$ cat src/rtl/ex_operand_stage_pkg.sv
// ex_operand_stage_pkg: shared CPU constants and the EX stage register layout
package ex_operand_stage_pkg;

    localparam logic [3:0] ALU_AND = 4'b0000;
    localparam logic [3:0] ALU_OR  = 4'b0001;
    localparam logic [3:0] ALU_ADD = 4'b0010;
    localparam logic [3:0] ALU_SUB = 4'b0110;
    localparam logic [3:0] ALU_SLT = 4'b1000;
    localparam logic [3:0] ALU_SLL = 4'b1001;
    localparam logic [3:0] ALU_SRA = 4'b1010;

    localparam logic [4:0] REG_X0 = 5'd0;

    typedef struct packed {
        logic        valid;
        logic [4:0]  rs1;
        logic [4:0]  rs2;
        logic [4:0]  rd;
        logic [31:0] rs1_data;
        logic [31:0] rs2_data;
        logic [31:0] imm;
        logic [3:0]  alu_ctrl;
        logic        alu_src;
        logic        mem_read;
        logic        reg_write;
    } ex_stage_t;

    // rs2 is a real source for register-register ops and for stores (imm operand, no load, no writeback)
    function automatic logic reads_rs2(input logic alu_src, input logic mem_read, input logic reg_write);
        return !alu_src || (!mem_read && !reg_write);
    endfunction

endpackage

$ cat src/rtl/ex_operand_stage_fwd_mux.sv
// fwd_mux: priority operand forwarding, MEM result first, then WB (WB path only with EX_WB_FWD_EN)
module fwd_mux
    import ex_operand_stage_pkg::*;
(
    input  logic [4:0]  rs,
    input  logic [31:0] rs_data,
    input  logic [4:0]  mem_rd,
    input  logic        mem_reg_write,
    input  logic [31:0] mem_result,
    input  logic [4:0]  wb_rd,
    input  logic        wb_reg_write,
    input  logic [31:0] wb_result,
    output logic [31:0] data
);

    logic mem_hit;

    assign mem_hit = mem_reg_write && (mem_rd != REG_X0) && (mem_rd == rs);

`ifdef EX_WB_FWD_EN
    logic wb_hit;

    assign wb_hit = wb_reg_write && (wb_rd != REG_X0) && (wb_rd == rs);
    assign data   = mem_hit ? mem_result : wb_hit ? wb_result : rs_data;
`else
    logic unused_wb;

    assign unused_wb = ^{wb_rd, wb_reg_write, wb_result};
    assign data      = mem_hit ? mem_result : rs_data;
`endif

endmodule

$ cat src/rtl/ex_operand_stage.sv
// ex_operand_stage: ID/EX register with load-use stall, flush and operand forwarding (WB forwarding with EX_WB_FWD_EN)
module ex_operand_stage
    import ex_operand_stage_pkg::*;
(
    input  logic        clk,
    input  logic        rst_n,
    input  logic        id_valid,
    output logic        id_ready,
    input  logic [4:0]  id_rs1,
    input  logic [4:0]  id_rs2,
    input  logic [4:0]  id_rd,
    input  logic [31:0] id_rs1_data,
    input  logic [31:0] id_rs2_data,
    input  logic [31:0] id_imm,
    input  logic [3:0]  id_alu_ctrl,
    input  logic        id_alu_src,
    input  logic        id_mem_read,
    input  logic        id_reg_write,
    input  logic        flush,
    input  logic [4:0]  mem_rd,
    input  logic        mem_reg_write,
    input  logic [31:0] mem_result,
    input  logic [4:0]  wb_rd,
    input  logic        wb_reg_write,
    input  logic [31:0] wb_result,
    output logic        ex_valid,
    output logic [31:0] alu_in_1,
    output logic [31:0] alu_in_2,
    output logic [3:0]  alu_ctrl,
    output logic [4:0]  ex_rd,
    output logic        ex_mem_read,
    output logic        ex_reg_write,
    output logic [31:0] ex_store_data
);

    ex_stage_t   ex;
    ex_stage_t   nxt;
    logic        hazard;
    logic [31:0] rs1_fwd;
    logic [31:0] rs2_fwd;

    // A load in EX cannot forward to the next instruction, so hold it one cycle; the bubble clears the hazard
    assign hazard = ex.valid && ex.mem_read && (ex.rd != REG_X0) &&
                    ((ex.rd == id_rs1) ||
                     (reads_rs2(id_alu_src, id_mem_read, id_reg_write) && (ex.rd == id_rs2)));

    assign id_ready = flush || !hazard;

    // Next stage contents: accepted instruction, or an all-zero bubble on stall, idle or flush
    always_comb begin
        nxt = '0;
        if (id_valid && id_ready && !flush)
            nxt = '{valid: 1'b1, rs1: id_rs1, rs2: id_rs2, rd: id_rd,
                    rs1_data: id_rs1_data, rs2_data: id_rs2_data, imm: id_imm,
                    alu_ctrl: id_alu_ctrl, alu_src: id_alu_src,
                    mem_read: id_mem_read, reg_write: id_reg_write};
    end

    // Stage register with synchronous active-low clear
    always_ff @(posedge clk) begin
        if (!rst_n)
            ex <= '0;
        else
            ex <= nxt;
    end

    fwd_mux u_fwd_rs1 (
        .rs            (ex.rs1),
        .rs_data       (ex.rs1_data),
        .mem_rd        (mem_rd),
        .mem_reg_write (mem_reg_write),
        .mem_result    (mem_result),
        .wb_rd         (wb_rd),
        .wb_reg_write  (wb_reg_write),
        .wb_result     (wb_result),
        .data          (rs1_fwd)
    );

    fwd_mux u_fwd_rs2 (
        .rs            (ex.rs2),
        .rs_data       (ex.rs2_data),
        .mem_rd        (mem_rd),
        .mem_reg_write (mem_reg_write),
        .mem_result    (mem_result),
        .wb_rd         (wb_rd),
        .wb_reg_write  (wb_reg_write),
        .wb_result     (wb_result),
        .data          (rs2_fwd)
    );

    assign ex_valid      = ex.valid;
    assign alu_ctrl      = ex.alu_ctrl;
    assign ex_rd         = ex.rd;
    assign ex_mem_read   = ex.mem_read;
    assign ex_reg_write  = ex.reg_write;
    assign alu_in_1      = rs1_fwd;
    assign alu_in_2      = ex.alu_src ? ex.imm : rs2_fwd;
    assign ex_store_data = rs2_fwd;

endmodule

$ cat config.mk
export PLATFORM = sky130hd
export DESIGN_NAME = ex_operand_stage
export DESIGN_NICKNAME = d
export VERILOG_FILES = /design/src/rtl/ex_operand_stage_pkg.sv /design/src/rtl/ex_operand_stage_fwd_mux.sv /design/src/rtl/ex_operand_stage.sv
export SDC_FILE = /design/constraint.sdc
export NUM_CORES = 1
export LEC_CHECK = 0
export CAP_MARGIN = 25
export CORE_ASPECT_RATIO = 0.5
export CORE_MARGIN = 10
export CORE_UTILIZATION = 43
export CTS_CLUSTER_SIZE = 8
export DETAILED_ROUTE_END_ITERATION = 8
export PLACE_DENSITY = 0.86
export SLEW_MARGIN = 10
export SYNTH_ARGS = -nofsm -noshare
export SYNTH_HDL_FRONTEND = slang
export SYNTH_SLANG_ARGS = --single-unit
$ cat constraint.sdc
create_clock -name clk -period 4.3 [get_ports clk]
set_input_delay 0.43 -clock clk [delete_from_list [all_inputs] [get_ports clk]]
set_output_delay 0.43 -clock clk [all_outputs]
set_load 0.02 [all_outputs]
==> results of run 1 <==
[cells in the final DEF (no fill, tap or decap), drive strengths merged, types with 2 or more instances in the layout]
cell type	instances
clkdlybuf4s50	267
xor2	4
clkinv	5
nor3	2
nand4	6
clkinvlp	3
buf	18
a211oi	14
a221o	27
dfxtp	119
a21oi	106
o31ai	5
bufinv	2
nand3	108
xnor2	16
nand2	10
o21ai	2
clkbuf	21
nor2	7
mux2	59
inv	14
nor2b	28
o311a	26
a31oi	5
[logic make-up (layout without fill, tap and decap cells)]
group           after synthesis  in the layout  synth area share
xor+xnor                     20             20            0.0299
simple gates                165            165             0.151
buf+inv                     103            330            0.0806
mux                          59             59             0.113
flops                       119            119             0.407
compound gates              188            188             0.218
[per-stage QoR]
| stage | util | std cells | area, um2 | power [W] | setup WS, ns |
|---|---|---|---|---|---|
| 2_1_floorplan | - | 654 | 5860 | 0.00137 | 1.91 |
| 3_3_place_gp | 0.634 | 1025 | 8510 | 0.00164 | 0.294 |
| 3_5_place_dp | 0.636 | 1027 | 8550 | 0.00166 | 0.540 |
| 4_1_cts | 0.678 | 1057 | 9110 | 0.00302 | 0.531 |
| 5_1_grt | 0.678 | 1057 | 9110 | 0.00310 | 0.454 |
| 6_report | 0.678 | 1057 | 9110 | 0.00301 | 0.517 |
[cell usage after synthesis, types with 3 or more instances]
cell	count
a31oi_1	5
nand4_1	6
buf_1	3
buf_2	5
nand2_1	10
xor2_1	4
a21oi_1	106
a211oi_1	14
o311a_1	26
mux2_2	22
nand3_1	108
clkbuf_1	65
buf_6	6
inv_1	14
dfxtp_1	119
nor2b_1	28
mux2_1	37
buf_4	9
o31ai_1	5
xnor2_1	16
a221o_1	27
nor2_1	7
[routing by layer]
| metal | track usage | part of all wire | vias to the layer above |
|---|---|---|---|
| met5 | 0 | 0 | - |
| met4 | 0.118 | 0.047 | 0 |
| met3 | 0.0461 | 0.066 | 73 |
| met2 | 0.400 | 0.49 | 303 |
| met1 | 0.277 | 0.39 | 2963 |
| li1 | - | - | 2827 |
[path summary, 6_finish.rpt]
| kind | from | endpoint | slack [ns] | cells after the start |
|---|---|---|---|---|
| worst max-delay path | mem_rd[4] | ex_store_data[1] | 0.52 | 8 |
| worst min-delay path | id_rd[0] | ex_rd[0] | 0.58 | 3 |
| worst max register to register | ex_rd[0] | ex[34] | 1.82 | 6 |
| worst min register to register | ex_mem_read | ex_rd[4] | 0.96 | 4 |
[state kept, by name (all words and copies together) (netlist names)]
register      flops
ex              107
ex_rd             5
ex_reg_write      1
ex_valid          1
ex_mem_read       1
alu_ctrl          4
[critical path, delay by kind of cell]
| kind | cells | cell delay [ns] |
|---|---|---|
| buffers and inverters | 4 | 1.67 |
| AND/OR/NAND/NOR | 2 | 0.68 |
| multiplexers | 1 | 0.37 |
| AO/OA/AOI/OAI | 1 | 0.18 |
[area by class of cell]
class	instances	area, um2	area share
Inverter	15	56.3	0.00618
Timing Repair Buffer	285	2860	0.313
Multi-Input combinational cell	432	3040	0.333
Tap cell	176	220	0.0242
Clock inverter	9	103	0.0113
Sequential cell	119	2380	0.261
Clock buffer	21	460	0.0505
[power breakdown]
group	total (W)	internal [W]	switching, W
clock	0.00137	0.000873	0.000501
sequential	0.00115	0.00113	0.0000128
combinational	0.000491	0.000257	0.000234
total	0.00301	0.00226	0.000748
==> reports/qor.log, run 1 <==
INFO  worst_setup_path start_kind=input pin
INFO  power          power_per_cell_area=330mW/mm2
INFO  route          drt_first_iter_violations=562
INFO  global_routing grt_first_pass_wirelength=34,900um
INFO  clock_tree     clkSlewWorstSetupHoldPaths=0.06ns
INFO  floorplanning  die_x=185um
INFO  layout         layout_fillers=1,044
INFO  route          first_pass_iters=5
INFO  clock_tree     cts-buffers-inserted=17
INFO  global_routing grt_start_max_net_pins=106
INFO  clock_tree     insertion_delay_to_the_later_sink_of_the_worst_skew_pair=0.40ns
INFO  clock_tree     postCtsHoldBufs=0
INFO  global_routing first_global_vias=6,182
INFO  worst_setup_path cp.arrival=3.35ns
INFO  worst_setup_path crit_path_top_delay_cell=or4_4
INFO  timing         maxSlewHeadroom=0.400
INFO  synth          synth-async-reset-ratio=0
INFO  layout         finish.net_count=1,068
INFO  floorplanning  start_util=0.436
INFO  worst_setup_path critPathMaxFanout=54
INFO  synth          synth-seq-cells=119
INFO  synth          yosys-top-cells-area=dfxtp_1, nand3_1, a21oi_1
INFO  clock_tree     clock_tree.buffer_depth=2
INFO  synth          synth.net_count=852
INFO  route          avgRoutedWirePerCell=22.1um
INFO  route          drt.antenna.violating_nets=0
INFO  timing         hold_ws=0.579ns
INFO  job            maxCapViolCount=0
INFO  power          p_leak=3.51nW
INFO  timing         max_freq=264MHz
INFO  synth          synth_sequential_area_ratio=0.407
INFO  layout         post_route_cells_drive_above_1_share=0.0863
INFO  clock_tree     cts_tree=built
INFO  timing         hold_viol=0
INFO  timing         slew_viol_final=0
INFO  global_routing initial_antenna_violation_count=0
INFO  floorplanning  io_pins=307
INFO  route          vias=6,166
INFO  clock_tree     cts.sink_count=119
INFO  synth          synth_ff_type=dfxtp_1
INFO  clock_tree     postCtsSetupBuffers=0
INFO  timing         setup_repair_after_global_routing_missed_its_margin=no
INFO  layout         diodes=0
INFO  worst_setup_path cp_slowest_stage_delay=0.58ns
INFO  clock_tree     cts_htree_levels=4
INFO  synth          netlist_instances=654
INFO  timing         setup-violations-final=0
INFO  timing         layout_min_cycle_time=3.78ns
INFO  synth          synth-warning-count=0
INFO  hold_path      hold_class=in -> reg
INFO  route          post-route-drc-count=0
INFO  floorplanning  die_area=0.0190mm2
INFO  clock_tree     cts_root_buffer=clkbuf_16
INFO  floorplanning  die_h=103um
INFO  global_routing grt_remaining_overflow=0
INFO  status         run_status=finished clean
INFO  worst_setup_path worst_setup_path_end_kind=primary output
INFO  synth          syn-mean-instance-area=8.95um2
INFO  place          dp.final_hpwl=16,500um
INFO  timing         worst_clock_skew=0.0110ns
INFO  worst_setup_path timing.critical_path.cells=clkdlybuf4s50_1, or4_4, o21ai_4, buf_4, nor3_4, buf_12, mux2_1, clkdlybuf4s50_1
INFO  layout         flow.area_growth_from_synthesis=55.7%
INFO  floorplanning  core_region_area=0.0134mm2
INFO  timing         period_share=0.880
INFO  worst_setup_path crit_type=in -> out
INFO  global_routing global_route.usage.total=0.233
INFO  route          totalWireLength=23,400um
INFO  place          place_congestion=0.886
INFO  power          power.ir.vdd_worst=0.000267V
INFO  floorplanning  rows=30
INFO  worst_setup_path crit_required=3.87ns
INFO  synth          synth_top_cell_area_share=0.407
INFO  synth          distinct_cells_synth=34
INFO  route          vias_per_cell=5.83
INFO  synth          synth_cell_area=0.00586mm2
INFO  synth          post-synth-top-area-cell=dfxtp_1
INFO  clock_tree     ctsResizeCount=0
INFO  synth          synth_enable_flop_cells=0
INFO  worst_setup_path critPathMostFrequentCell=clkdlybuf4s50_1
INFO  timing         setup_total_negative_slack=0ns
INFO  place          port-buffer-count=268
INFO  timing         max_slew.worst_pin.slew=0.900ns
Note: power is estimated with default switching activity, not from simulation.
==> inputs of run 2 (changes only) <==
--- a/config.mk
+++ b/config.mk
@@ -8,11 +8,12 @@
 export CAP_MARGIN = 25
 export CORE_ASPECT_RATIO = 0.5
 export CORE_MARGIN = 10
-export CORE_UTILIZATION = 43
+export CORE_UTILIZATION = 42
 export CTS_CLUSTER_SIZE = 8
 export DETAILED_ROUTE_END_ITERATION = 8
 export PLACE_DENSITY = 0.86
 export SLEW_MARGIN = 10
 export SYNTH_ARGS = -nofsm -noshare
 export SYNTH_HDL_FRONTEND = slang
+export SYNTH_HIERARCHICAL = 1
 export SYNTH_SLANG_ARGS = --single-unit
==> reports/qor.log, run 2 <==
INFO  status         run_status=finished clean
INFO  hold_path      timing.hold.worst_path_depth=3 [unchanged]
INFO  route          vias=5,144 [-17%]
INFO  synth          synth.cells.most_frequent=dfxtp_1, nand3_1, a21oi_1
INFO  global_routing initial_antenna_violation_count=0 [unchanged]
INFO  global_routing first_global_vias=5,316 [-14%]
INFO  synth          syn-mean-instance-area=10.0um2 [+12%]
INFO  global_routing grt_remaining_overflow=0 [unchanged]
INFO  place          dp.final_hpwl=15,200um [-7.7%]
INFO  synth          netlist_instances=565 [-14%]
INFO  global_routing global_route.usage.total=0.208 [-0.0256]
INFO  job            maxCapViolCount=0 [unchanged]
INFO  floorplanning  core_region_area=0.0129mm2 [-3.9%]
INFO  worst_setup_path cp.arrival=3.14ns [-0.21 ns]
INFO  worst_setup_path worst_setup_path_end_kind=primary output
INFO  synth          synth-async-reset-ratio=0 [unchanged]
INFO  power          power.internal=0.00231W [+2.1%]
INFO  floorplanning  rows=29 [-3.3%]
INFO  worst_setup_path crit_start=mem_rd[0]
INFO  synth          synth-seq-cells=119 [unchanged]
INFO  global_routing grt_first_pass_wirelength=30,600um [-12%]
INFO  clock_tree     ctsResizeCount=0 [unchanged]
INFO  synth          synth-warning-count=6 [+6]
INFO  hold_path      hold_class=in -> reg
INFO  floorplanning  die_area=0.0188mm2 [-0.85%]
INFO  layout         post_route_cells_drive_above_1_share=0.189 [+0.103]
INFO  synth          synth_sequential_area_ratio=0.421 [+0.0139]
INFO  floorplanning  die_x=184um [-0.45%]
INFO  layout         finish.net_count=989 [-7.4%]
INFO  timing         max_freq=280MHz [+5.9%]
INFO  route          totalWireLength=20,600um [-12%]
INFO  clock_tree     cts_root_buffer=clkbuf_16
INFO  worst_setup_path critPathMaxFanout=32 [-41%]
INFO  synth          synth_ff_type=dfxtp_1
INFO  clock_tree     clock_tree.buffer_depth=2 [unchanged]
INFO  layout         leading_cell_type_in_the_layout_fill_and_taps_excluded=clkdlybuf4s50_1
INFO  clock_tree     clkSlewWorstSetupHoldPaths=0.06ns [about the same]
INFO  timing         setup_total_negative_slack=0ns [unchanged]
INFO  power          p_sw=0.000704W [-5.9%]
INFO  timing         setup-violations-final=0 [unchanged]
INFO  timing         setup_repair_after_global_routing_missed_its_margin=no
INFO  route          first_pass_iters=6 [+1]
INFO  worst_setup_path ff2ff_path_depth=5 [-1]
INFO  layout         number_of_flip_flops_under_the_largest_register_name=107 [unchanged]
INFO  worst_setup_path timing.rr.start=ex_rd[0]
INFO  clock_tree     cts_tree=built
INFO  floorplanning  start_util=0.438 [+0.00254]
INFO  route          drt.antenna.violating_nets=0 [unchanged]
INFO  timing         max_slew.worst_pin.slew=0.940ns [+0.0396 ns]
INFO  clock_tree     insertion_delay_to_the_later_sink_of_the_worst_skew_pair=0.39ns [about the same]
INFO  worst_setup_path rrSetupSlack=1.89ns [+0.07 ns]
INFO  worst_setup_path crit_type=in -> out
INFO  power          part_of_the_power_in_combinational_logic=0.144 [-0.019]
INFO  power          seq_power_share=0.381 [about the same]
INFO  layout         regMostFlops=ex
INFO  place          place_congestion=0.815 [-8.0%]
INFO  worst_setup_path start_kind=input pin
INFO  synth          synth_cell_area=0.00566mm2 [-3.3%]
INFO  power          p_leak=3.36nW [-4.2%]
INFO  layout         layout_fillers=1,001 [-4.1%]
INFO  clock_tree     postCtsHoldBufs=0 [unchanged]
INFO  global_routing grt_start_max_net_pins=70 [-34%]
INFO  synth          synthMostInstantiatedCell=dfxtp_1
INFO  timing         worst_clock_skew=0.0147ns [+0.00371 ns]
INFO  clock_tree     cts-buffers-inserted=17 [unchanged]
INFO  timing         layout_min_cycle_time=3.57ns [-0.212 ns]
INFO  synth          synth.net_count=763 [-10%]
INFO  worst_setup_path worstSetupEndpoint=alu_in_2[0]
INFO  layout         diodes=0 [unchanged]
INFO  route          drt_first_iter_violations=306 [-46%]
INFO  floorplanning  io_pins=307 [unchanged]
INFO  clock_tree     postCtsSetupBuffers=0 [unchanged]
INFO  synth          distinct_cells_synth=25 [-26%]
INFO  power          swShare=0.234 [-0.0148]
INFO  power          power.ir.vdd_worst=0.000294V [+10%]
INFO  timing         period_share=0.831 [-0.0492]
INFO  power          power_per_cell_area=340mW/mm2 [+2.8%]
INFO  clock_tree     cts_htree_levels=4 [unchanged]
INFO  timing         hold_viol=0 [unchanged]
INFO  floorplanning  die_h=102um [-0.40%]
INFO  synth          synth_enable_flop_cells=0 [unchanged]
INFO  route          vias_per_cell=5.28 [-9.5%]
INFO  power          clockPowerShare=0.475 [+0.019]
INFO  layout         final_core_utilization=0.687 [+0.00873]
INFO  route          avgRoutedWirePerCell=21.1um [-4.6%]
INFO  route          post-route-drc-count=0 [unchanged]
INFO  layout         flow.area_growth_from_synthesis=56.8%
INFO  layout         most-common-layout-cells=clkdlybuf4s50_1, dfxtp_1, nand3_1
INFO  place          port-buffer-count=268 [unchanged]
INFO  worst_setup_path crit_required=3.87ns [about the same]
INFO  clock_tree     cts.sink_count=119 [unchanged]
INFO  timing         maxSlewHeadroom=0.373 [-0.0264]
INFO  synth          yosys-top-cells-area=dfxtp_1, mux2_4, nand3_1
INFO  timing         slew_viol_final=0 [unchanged]
INFO  synth          post-synth-top-area-cell=dfxtp_1
INFO  worst_setup_path r2r-end=ex_rd[0]
INFO  synth          synth_top_cell_area_share=0.421 [+0.0139]
## run 2: changes by cell type in the layout (fill, tap and decap cells not counted), sizes merged, moves of 8 or more
cell / change
o311a: -26
mux2: +37
a221o: -27
nor2b: -27
buf: -8
## run 2: metrics by stage
step / hold WS (ns) / total power [W] / setup WS, ns / std cells / area [um2]
2_1_floorplan: 0.544 / 0.00136 / 1.91 / 565 / 5660
3_3_place_gp: 0.700 / 0.00160 / 0.775 / 942 / 8280
3_5_place_dp: 0.722 / 0.00160 / 0.713 / 942 / 8280
4_1_cts: 0.455 / 0.00304 / 0.713 / 974 / 8870
5_1_grt: 0.479 / 0.00312 / 0.636 / 974 / 8870
6_report: 0.468 / 0.00301 / 0.728 / 974 / 8870
## run 2: power groups by stage
| stage | Clock, W | Sequential (W) | Combinational, W |
|---|---|---|---|
| after floorplan | 0 | 0.00116 | 0.000190 |
| after global placement | 0 | 0.00117 | 0.000427 |
| after detailed placement | 0 | 0.00117 | 0.000434 |
| after CTS | 0.00145 | 0.00115 | 0.000436 |
| after global routing | 0.00151 | 0.00115 | 0.000461 |
| final | 0.00143 | 0.00115 | 0.000435 |
## run 2: worst max-delay path, cell delays in order
cell,delay [ns]
clkdlybuf4s50_1,0.60
xnor2_1,0.15
nand3_1,0.13
a211oi_4,0.27
buf_12,0.31
mux2_2,0.39
mux2_2,0.26
clkdlybuf4s50_1,0.57
## run 2: cell type report
class | instances | area (um2) | area share
sequential | 119 | 2380 | 0.269
multi-input combinational | 363 | 2860 | 0.322
inverter | 13 | 48.8 | 0.00550
tap | 170 | 213 | 0.0240
timing repair buffer | 277 | 2770 | 0.312
clock buffer | 20 | 447 | 0.0503
clock inverter | 12 | 153 | 0.0172
## run 2: worst min-delay path by stage
stage / start / to
2_1_floorplan: id_rs2[0] / ex[108]
3_3_place_gp: ex_mem_read / ex_rd[1]
3_5_place_dp: ex_mem_read / alu_ctrl[1]
4_1_cts: rst_n / ex[101]
5_1_grt: rst_n / ex[63]
6_report: rst_n / ex[102]
## run 2: per-layer routing
metal  vias to the layer above  GRT usage  routed length (um)
met5                         -          0                   0
met4                         0     0.0951                 763
met3                        48     0.0460                 961
met2                       161      0.389               11100
met1                      2488      0.223                7740
li1                       2447          -                   -
## run 2: logic make-up after synthesis
family,Yosys count,share of synthesized area
xor gates and xnor gates,18,0.0278
and+or+nand+nor,123,0.107
AOI/OAI and AO/OA,126,0.135
buffers and inverters,83,0.0796
muxes,96,0.231
DFF,119,0.421
==> inputs of run 3 (changes only) <==
--- a/config.mk
+++ b/config.mk
@@ -8,10 +8,10 @@
 export CAP_MARGIN = 25
 export CORE_ASPECT_RATIO = 0.5
 export CORE_MARGIN = 10
-export CORE_UTILIZATION = 42
+export CORE_UTILIZATION = 36
 export CTS_CLUSTER_SIZE = 8
 export DETAILED_ROUTE_END_ITERATION = 8
-export PLACE_DENSITY = 0.86
+export PLACE_DENSITY = 0.78
 export SLEW_MARGIN = 10
 export SYNTH_ARGS = -nofsm -noshare
 export SYNTH_HDL_FRONTEND = slang
==> constraint.sdc (replaced) <==
create_clock -name clk -period 3.08 [get_ports clk]
set_input_delay 0.308 -clock clk [delete_from_list [all_inputs] [get_ports clk]]
set_output_delay 0.308 -clock clk [all_outputs]
set_load 0.02 [all_outputs]
==> reports/qor.log, run 3 (synthesis gave the netlist of run 2 again) <==
INFO  clock_tree     cts_htree_levels=4 [unchanged]
INFO  clock_tree     cts.sink_count=119 [unchanged]
INFO  place          port-buffer-count=268 [unchanged]
INFO  worst_setup_path timing.rr.start=ex_rd[0]
INFO  clock_tree     clkSlewWorstSetupHoldPaths=0.06ns [about the same]
INFO  clock_tree     cts_root_buffer=clkbuf_16
INFO  route          vias_per_cell=5.08 [-3.8%]
INFO  status         run_status=finished clean
INFO  layout         final_core_utilization=0.595 [-0.0924]
INFO  floorplanning  start_util=0.367 [-0.0710]
INFO  floorplanning  rows=32 [+10%]
INFO  timing         worst_clock_skew=0.0113ns [-0.00340 ns]
INFO  global_routing grt_start_max_net_pins=120 [+71%]
INFO  layout         post_route_cells_drive_above_1_share=0.209 [+0.0195]
INFO  route          drt.antenna.violating_nets=0 [unchanged]
INFO  floorplanning  io_pins=307 [unchanged]
INFO  global_routing grt_first_pass_wirelength=31,900um [+4.1%]
INFO  timing         hold_ws=0.429ns [-0.0392 ns]
INFO  worst_setup_path start_kind=input pin
INFO  floorplanning  die_h=109um [+6.4%]
INFO  hold_path      holdCritStartpoint=rst_n
INFO  layout         leading_cell_type_in_the_layout_fill_and_taps_excluded=clkdlybuf4s50_1
INFO  floorplanning  core_region_area=0.0154mm2 [+19%]
INFO  global_routing initial_antenna_violation_count=0 [unchanged]
INFO  floorplanning  die_area=0.0214mm2 [+14%]
INFO  clock_tree     postCtsHoldBufs=0 [unchanged]
INFO  worst_setup_path crit_required=2.77ns [-1.10 ns]
INFO  route          vias=5,209 [+1.3%]
INFO  power          power_per_cell_area=476mW/mm2 [+40%]
INFO  timing         setup-violations-final=0 [unchanged]
INFO  timing         hold_viol=0 [unchanged]
INFO  worst_setup_path worst_setup_path_end_kind=primary output
INFO  global_routing first_global_vias=5,376 [+1.1%]
INFO  global_routing global_route.usage.total=0.191 [-0.0169]
INFO  route          first_pass_iters=4 [-2]
INFO  route          avgRoutedWirePerCell=21.1um [-0.36%]
INFO  place          dp.final_hpwl=15,900um [+4.9%]
INFO  layout         finish.net_count=1,006 [+1.7%]
INFO  clock_tree     insertion_delay_to_the_later_sink_of_the_worst_skew_pair=0.40ns [about the same]
INFO  power          power.ir.vdd_worst=0.000402V [+37%]
INFO  worst_setup_path critPathMaxFanout=18 [-44%]
INFO  place          place_congestion=0.845 [+3.7%]
INFO  route          drt_first_iter_violations=295 [-3.6%]
INFO  clock_tree     cts-buffers-inserted=17 [unchanged]
INFO  layout         regMostFlops=ex
INFO  layout         most-common-layout-cells=clkdlybuf4s50_1, dfxtp_1, nand3_1
INFO  layout         flow.area_growth_from_synthesis=61.9%
INFO  job            maxCapViolCount=0 [unchanged]
INFO  worst_setup_path crit_type=in -> out
INFO  power          p_leak=3.80nW [+13%]
INFO  timing         layout_min_cycle_time=3.02ns
INFO  route          post-route-drc-count=0 [unchanged]
INFO  hold_path      hold_class=in -> reg
INFO  timing         slew_viol_final=0 [unchanged]
INFO  timing         maxSlewHeadroom=0.610 [+0.237]
INFO  timing         max_slew.worst_pin.slew=0.585ns [-0.355 ns]
INFO  worst_setup_path crit_start=mem_rd[4]
INFO  timing         setup_repair_after_global_routing_missed_its_margin=no
INFO  clock_tree     cts_tree=built
INFO  timing         period_share=0.980
INFO  route          totalWireLength=21,600um [+4.9%]
INFO  global_routing grt_remaining_overflow=0 [unchanged]
INFO  worst_setup_path cp.arrival=2.71ns [-0.43 ns]
INFO  floorplanning  die_x=197um [+7.1%]
INFO  worst_setup_path rrSetupSlack=1.22ns [-0.67 ns]
INFO  layout         number_of_flip_flops_under_the_largest_register_name=107 [unchanged]
INFO  timing         max_freq=331MHz
INFO  clock_tree     clock_tree.buffer_depth=2 [unchanged]
run 3: per-stage QoR:
stage / setup TNS, ns / std cells / power [W] / setup WS, ns / area, um2
after detailed placement: -4.35 / 992 / 0.00226 / -0.159 / 8510
after CTS: -0.0469 / 1024 / 0.00439 / -0.0451 / 9140
after floorplan: 0 / 565 / 0.00189 / 0.910 / 5660
after global placement: -3.57 / 992 / 0.00225 / -0.151 / 8510
final: 0 / 1025 / 0.00436 / 0.0603 / 9170
after global routing: 0 / 1024 / 0.00449 / 0.00234 / 9160
run 3: repair_timing:
| item | 4_1_cts | 5_1_grt |
|---|---|---|
| gates resized for setup | 40 | 10 |
| setup buffers | 1 | 0 |
| pin swaps | 1 | 1 |
| endpoints found under the setup margin | 65 | 61 |
run 3: path summary, 6_finish.rpt:
kind,cells after the start,end
hold / removal,3,ex[85]
hold reg to reg,4,ex_rd[2]
setup reg to reg,5,ex[50]
setup / recovery,9,alu_in_1[19]
run 3: report_power, final:
group          leakage (nW)  switching [W]  internal [W]  total, W
Combinational          2.52       0.000266      0.000352  0.000618
Sequential            0.969      0.0000178       0.00158   0.00160
Clock                 0.315       0.000688       0.00146   0.00214
run 3: area by class of cell:
cell class	count	area, um2
clock buffer	23	498
clock inverter	8	143
timing repair buffer	294	2970
antenna	1	2.50
fill	1301	6250
sequential	119	2380
tap	204	255
multi-input combinational	363	2870
inverter	13	48.8
run 3: metal layers:
layer	wire length, um	vias up	GRT usage
li1	-	2486	-
met1	8180	2549	0.207
met2	11800	130	0.359
met3	864	44	0.0375
met4	722	0	0.0878
met5	0	-	0
run 3: critical path, stage by stage:
cell             delay [ns]
clkdlybuf4s50_1        0.47
buf_4                  0.17
nor2_1                 0.17
o41ai_4                0.12
a211oi_4               0.20
buf_4                  0.18
buf_12                 0.20
mux2_4                 0.32
clkdlybuf4s50_1        0.55
